<file path="config.mk">
export PLATFORM = sky130hd
export DESIGN_NAME = err_window_alarm_flat
export DESIGN_NICKNAME = d
export VERILOG_FILES = /design/src/rtl/err_window_alarm_if.sv /design/src/rtl/err_window_alarm.sv /design/src/flat_wrapper.sv
export SDC_FILE = /design/constraint.sdc
export NUM_CORES = 1
export LEC_CHECK = 0
export BUFFER_PORTS_ARGS = -buffer_cell sky130_fd_sc_hd__buf_2
export CAP_MARGIN = 10
export CORE_ASPECT_RATIO = 0.6
export CORE_UTILIZATION = 53
export CTS_CLUSTER_DIAMETER = 30
export DETAILED_ROUTE_END_ITERATION = 7
export GPL_TIMING_DRIVEN = 0
export PLACE_DENSITY = 0.78
export SYNTH_ARGS = -nofsm -noshare
export SYNTH_HDL_FRONTEND = slang
export SYNTH_SLANG_ARGS = --single-unit
</file>
<file path="constraint.sdc">
create_clock -name clk -period 3.1 [get_ports clk]
set_input_delay 0.31 -clock clk [delete_from_list [all_inputs] [get_ports clk]]
set_output_delay 0.31 -clock clk [all_outputs]
set_load 0.01 [all_outputs]
</file>
<file path="src/rtl/err_window_alarm_if.sv">
// rtl/err_window_alarm_if.sv - monitor-side signal bundle for err_window_alarm
interface err_window_alarm_if #(
    parameter int CNT_W = 8
);
    logic             en;
    logic             ERR;
    logic             ack;
    logic             ALARM;
    logic [8:0]       win_err;
    logic [7:0]       win_pos;
    logic [CNT_W-1:0] alarm_cnt;
    logic [CNT_W-1:0] total_err;

    modport master (
        output en, ERR, ack,
        input  ALARM, win_err, win_pos, alarm_cnt, total_err
    );

    modport slave (
        input  en, ERR, ack,
        output ALARM, win_err, win_pos, alarm_cnt, total_err
    );
endinterface

</file>
<file path="src/rtl/err_window_alarm.sv">
// rtl/err_window_alarm.sv - windowed ERR pulse counter with latched, acknowledged ALARM
// Optional total ERR counter built when ERR_TOTAL_CNT_EN is defined.
module err_window_alarm #(
    parameter int WIN_LEN = 16,
    parameter int THRESH  = 3,
    parameter int CNT_W   = 8
) (
    input logic              clk,
    input logic              rst,
    err_window_alarm_if.slave bus
);
    localparam logic [1:0] S_IDLE    = 2'b00;
    localparam logic [1:0] S_MONITOR = 2'b01;
    localparam logic [1:0] S_ALRM    = 2'b10;

    localparam logic [8:0]       THR      = 9'(THRESH);
    localparam logic [7:0]       LAST_POS = 8'(WIN_LEN - 1);
    localparam logic [CNT_W-1:0] CNT_ONE  = {{(CNT_W-1){1'b0}}, 1'b1};
    localparam logic [CNT_W-1:0] CNT_MAX  = {CNT_W{1'b1}};

    logic [1:0]       state;
    logic             alarm_q;
    logic [8:0]       win_err_q;
    logic [7:0]       win_pos_q;
    logic [CNT_W-1:0] alarm_cnt_q;
    logic [8:0]       hit;

    assign hit = win_err_q + {8'd0, bus.ERR};

    always_ff @(posedge clk) begin
        if (rst) begin
            state       <= S_IDLE;
            alarm_q     <= 1'b0;
            win_err_q   <= 9'd0;
            win_pos_q   <= 8'd0;
            alarm_cnt_q <= '0;
        end else begin
            case (state)
                S_IDLE: begin
                    win_err_q <= 9'd0;
                    win_pos_q <= 8'd0;
                    if (bus.en) state <= S_MONITOR;
                end
                S_MONITOR: begin
                    if (!bus.en) begin
                        state     <= S_IDLE;
                        win_err_q <= 9'd0;
                        win_pos_q <= 8'd0;
                    end else if (hit == THR) begin
                        // Threshold beats end-of-window so a last-cycle ERR still alarms.
                        state     <= S_ALRM;
                        alarm_q   <= 1'b1;
                        win_err_q <= THR;
                        if (alarm_cnt_q != CNT_MAX) alarm_cnt_q <= alarm_cnt_q + CNT_ONE;
                    end else if (win_pos_q == LAST_POS) begin
                        win_err_q <= 9'd0;
                        win_pos_q <= 8'd0;
                    end else begin
                        win_err_q <= hit;
                        win_pos_q <= win_pos_q + 8'd1;
                    end
                end
                S_ALRM: begin
                    if (bus.ack) begin
                        alarm_q   <= 1'b0;
                        win_err_q <= 9'd0;
                        win_pos_q <= 8'd0;
                        state     <= bus.en ? S_MONITOR : S_IDLE;
                    end
                end
                default: begin
                    state     <= S_IDLE;
                    alarm_q   <= 1'b0;
                    win_err_q <= 9'd0;
                    win_pos_q <= 8'd0;
                end
            endcase
        end
    end

    assign bus.ALARM     = alarm_q;
    assign bus.win_err   = win_err_q;
    assign bus.win_pos   = win_pos_q;
    assign bus.alarm_cnt = alarm_cnt_q;

`ifdef ERR_TOTAL_CNT_EN
    logic [CNT_W-1:0] total_err_q;

    // Counts regardless of state, so IDLE and ALRM pulses are not lost.
    always_ff @(posedge clk) begin
        if (rst) begin
            total_err_q <= '0;
        end else if (bus.ERR && total_err_q != CNT_MAX) begin
            total_err_q <= total_err_q + CNT_ONE;
        end
    end

    assign bus.total_err = total_err_q;
`else
    assign bus.total_err = '0;
`endif
endmodule

</file>
<file path="src/flat_wrapper.sv">
// flat-port wrapper written by rule: the top's interface ports become plain ports
module err_window_alarm_flat 
#(
    parameter int WIN_LEN = 16,
    parameter int THRESH  = 3,
    parameter int CNT_W   = 8
)
  (clk, rst, bus_en, bus_ERR, bus_ack, bus_ALARM, bus_win_err, bus_win_pos, bus_alarm_cnt, bus_total_err);
  err_window_alarm_if #(.CNT_W(CNT_W)) bus_i ();
  input logic clk;
  input logic rst;
  input wire logic [$bits(bus_i.en)-1:0] bus_en;
  input wire logic [$bits(bus_i.ERR)-1:0] bus_ERR;
  input wire logic [$bits(bus_i.ack)-1:0] bus_ack;
  output wire logic [$bits(bus_i.ALARM)-1:0] bus_ALARM;
  output wire logic [$bits(bus_i.win_err)-1:0] bus_win_err;
  output wire logic [$bits(bus_i.win_pos)-1:0] bus_win_pos;
  output wire logic [$bits(bus_i.alarm_cnt)-1:0] bus_alarm_cnt;
  output wire logic [$bits(bus_i.total_err)-1:0] bus_total_err;
  assign bus_i.en = bus_en;
  assign bus_i.ERR = bus_ERR;
  assign bus_i.ack = bus_ack;
  assign bus_ALARM = bus_i.ALARM;
  assign bus_win_err = bus_i.win_err;
  assign bus_win_pos = bus_i.win_pos;
  assign bus_alarm_cnt = bus_i.alarm_cnt;
  assign bus_total_err = bus_i.total_err;
  err_window_alarm #(.WIN_LEN(WIN_LEN), .THRESH(THRESH), .CNT_W(CNT_W)) u_core (.clk(clk), .rst(rst), .bus(bus_i));
endmodule
</file>
==> summary.md <==
* IR drop worst, VDD: 0.220 mV
* Initial DRC Count: 132
* number of vias per cell: 5.61
* number of buffers inserted by hold repair at cts: 0
* synthesized instance count: 206
* classification of the worst setup path: register to register
* Worst Path Max Fanout: 7
* met3 wire length: 304 microns
* HPWL Detailed: 2.95 mm
* headroom to the max-slew limit: 58.3%
* Critical Path RT: 3.28 ns
* post-synth design cell area: 1690 sq um
* Finish-stage setup viols: 0
* Setup Slack @ Placement: 0.460 ns
* Resized cells post-CTS: 0
* post-detailed-route wirelength per cell: 13.8 microns
* number of enable-type register cells in the synthesized netlist: 0
* register clock-pin slew on the reported worst setup and hold paths: 0.10 ns
* Std-Cell Core Area: 2950 sq um
* routed metal-1 wirelength: 2.17 mm
* Die Y: 45.8 microns
* synth top area cells: sky130_fd_sc_hd__dfxtp_1, sky130_fd_sc_hd__buf_4, sky130_fd_sc_hd__a21oi_1
* capturing element type of the critical path: register
* # port buffers: 30
* data arrival at the endpoint of the critical path: 2.88 ns
* portion of synthesized cell area occupied by the leading cell type: 33.1%
* count of endpoints failing hold in the final timing report: 0
* Clock Root Buffer: sky130_fd_sc_hd__clkbuf_8
* Worst Setup Start Kind: register
* n_diodes: 0
* antenna violations before repair: 0
* Pre-antenna DRT Iters: 4
* CTS H-Tree Depth: 1
* pin count of the biggest net entering global routing: 17
* leakage power: 0.805 nW
* CP cell instances: ha_1 -> ha_1 -> nand2_1 -> o32ai_1 -> o2111ai_2 -> nor2_2 -> and3_1 -> mux2_1
* final clock skew: 0.00727 ns
* average size of a mapped cell: 8.21 sq um
* RSZ-0062 raised after global routing: false
* CTS buffer count: 3
* top_reg_cell synth: sky130_fd_sc_hd__dfxtp_1
* number of placement rows: 15
* Crit path largest cell delay: 0.52 ns
* number of nets in the final layout: 258
* shortest clock period the worst path allows after layout: 2.71 ns
* Hold Path Class: primary input to register
* result of the run: finished clean
* setup TNS: 0 ns
* TritonCTS clock tree: yes
* routability congestion estimate from global placement: 0.886
* sequential cell area fraction in the yosys report: 33.1%
* count of cells along the worst hold path: 3
* maximum capacitance violations: 0
* total count of max-transition violations in the final report: 0
* actual slew at the worst max-slew pin: 0.619 ns
* buffer levels on the longest clock path: 2
* total via count in the routed design: 1622
* Routed met2 length: 1.48 mm
* Synthesis Warnings: 0
* Initial Util: 57.4%
* final period utilization: 87.3%
* Cell Pwr Density: 350 nW/um^2
* leading area contributor after synthesis: sky130_fd_sc_hd__dfxtp_1
* vias in the first global route: 1304
* Synth-to-Final Area Change: 17.8%
* cell occurring most often along the worst timing path: sky130_fd_sc_hd__ha_1
* Residual DRC: 0
* number of cells on the critical path: 8
* number of post-CTS setup repair buffers: 0
* Max stage delay cell, worst path: sky130_fd_sc_hd__o32ai_1
* combined global-route utilization of all metal layers: 25.1%
* highest clock rate: 369 MHz
* total wire length: 3.98 mm
* layout cells sized above 1: 22.7%
* count of distinct cell types in the synthesized netlist: 46
* total number of clock tree sinks: 28
* clk_lat worst skew: 0.28 ns
* flip-flop and latch count after synthesis: 28
* CP bufs+invs: 0
* worst-case reg-to-reg path depth: 8
* die outline area: 3430 sq um
* max layer used: met4
* global route overflow: 0
* Synth async-reset ratio: 0%
* antenna violation net count after detailed routing: 0
* global-route wire length before repair: 6.39 mm
* minimum setup slack in the final design: 0.393 ns
* width of the die: 74.9 microns
* count of boundary I/O pins: 39
* critical path's top delay family: compound AO/OA/AOI/OAI gates
area by class of cell:
cell class,count,area [sq um]
Sequential cell,28,561
Timing Repair Buffer,30,150
Fill cell,271,955
Inverter,2,7.51
Buffer,18,131
Clock buffer,3,41.3
Multi-Input combinational cell,165,1020
Tap cell,42,52.6
Clock inverter,1,30.0
cells by family (layout without fill, tap and decap cells):
| logic type | after synthesis | in the layout | share of synthesized area [%] |
|---|---|---|---|
| other | 1 | 8 | 0.222 |
| multiplexers | 2 | 2 | 1.33 |
| XOR/XNOR | 4 | 4 | 2.07 |
| AO/OA/AOI/OAI | 49 | 49 | 18.8 |
| adder cells (fa/ha/maj) | 5 | 5 | 3.70 |
| AND/OR/NAND/NOR | 97 | 97 | 32.5 |
| buffers and inverters | 20 | 54 | 8.21 |
| flip-flops | 28 | 28 | 33.1 |
flip-flops by register name, indices dropped and copies added (netlist names):
signal                flops
u_core.bus.win_err        9
u_core.bus.alarm_cnt      8
u_core.bus.ALARM          1
u_core.state              2
u_core.bus.win_pos        8
Yosys cell counts, drive strengths merged (3+ instances only):
library cell,n
dfxtp,28
nor2,22
nand2,17
a21oi,16
o21ai,15
buf,14
nor2b,8
and3,6
nand4,6
ha,5
nand3,5
nor4,5
or4,5
a311oi,4
clkbuf,4
nand3b,4
nor3,4
and2,3
nand2b,3
or3,3
xnor2,3
placed cells by master, fill, tap and decap left out, types with 5 or more instances in the layout:
| cell | Yosys | layout |
|---|---|---|
| sky130_fd_sc_hd__nand2_1 | 16 | 16 |
| sky130_fd_sc_hd__nor4_1 | 5 | 5 |
| sky130_fd_sc_hd__nand3_1 | 5 | 5 |
| sky130_fd_sc_hd__nor2_1 | 21 | 21 |
| sky130_fd_sc_hd__nor2b_1 | 8 | 8 |
| sky130_fd_sc_hd__ha_1 | 5 | 5 |
| sky130_fd_sc_hd__and3_1 | 6 | 6 |
| sky130_fd_sc_hd__a21oi_1 | 16 | 16 |
| sky130_fd_sc_hd__nand4_1 | 6 | 6 |
| sky130_fd_sc_hd__buf_2 | 0 | 30 |
| sky130_fd_sc_hd__conb_1 | 1 | 8 |
| sky130_fd_sc_hd__or4_1 | 5 | 5 |
| sky130_fd_sc_hd__o21ai_0 | 13 | 13 |
| sky130_fd_sc_hd__buf_4 | 11 | 11 |
| sky130_fd_sc_hd__dfxtp_1 | 28 | 28 |
layer usage:
layer  vias to the layer above  global-route usage, %
met5                         -                      0
met4                         0                   5.66
met3                         4                   5.09
met2                        66                   32.1
met1                       725                   41.3
li1                        827                      -
per-stage QoR:
stage	instances	total power, mW	hold WS [ns]	util [%]	instance area (sq um)
CTS	289	0.703	0.331	67.6	1990
finish	289	0.697	0.333	67.6	1990
global placement	285	0.413	0.488	65.2	1920
floorplan	213	0.401	0.474	-	1720
detailed placement	285	0.413	0.490	65.2	1920
global route	289	0.719	0.355	67.6	1990
worst min-delay path, stage by stage:
cell                       delay [ns]
sky130_fd_sc_hd__buf_2           0.12
sky130_fd_sc_hd__nand3b_1        0.08
sky130_fd_sc_hd__a21oi_1         0.06
report_power, final:
group          switching, mW  total (mW)  internal [mW]
clock                  0.119       0.292          0.173
sequential           0.00204       0.363          0.361
combinational         0.0268      0.0424         0.0156
total                  0.148       0.697          0.550
path summary, 6_finish.rpt:
| check | slack, ns | startpoint | end |
|---|---|---|---|
| min | 0.33 | bus_en | u_core.state[0] |
| min reg2reg | 0.50 | u_core.bus.win_pos[1] | u_core.bus.win_pos[1] |
| max | 0.39 | u_core.bus.win_err[0] | u_core.bus.alarm_cnt[5] |
| max reg2reg | 0.39 | u_core.bus.win_err[0] | u_core.bus.alarm_cnt[5] |
Power figures use the tool's default switching activity.
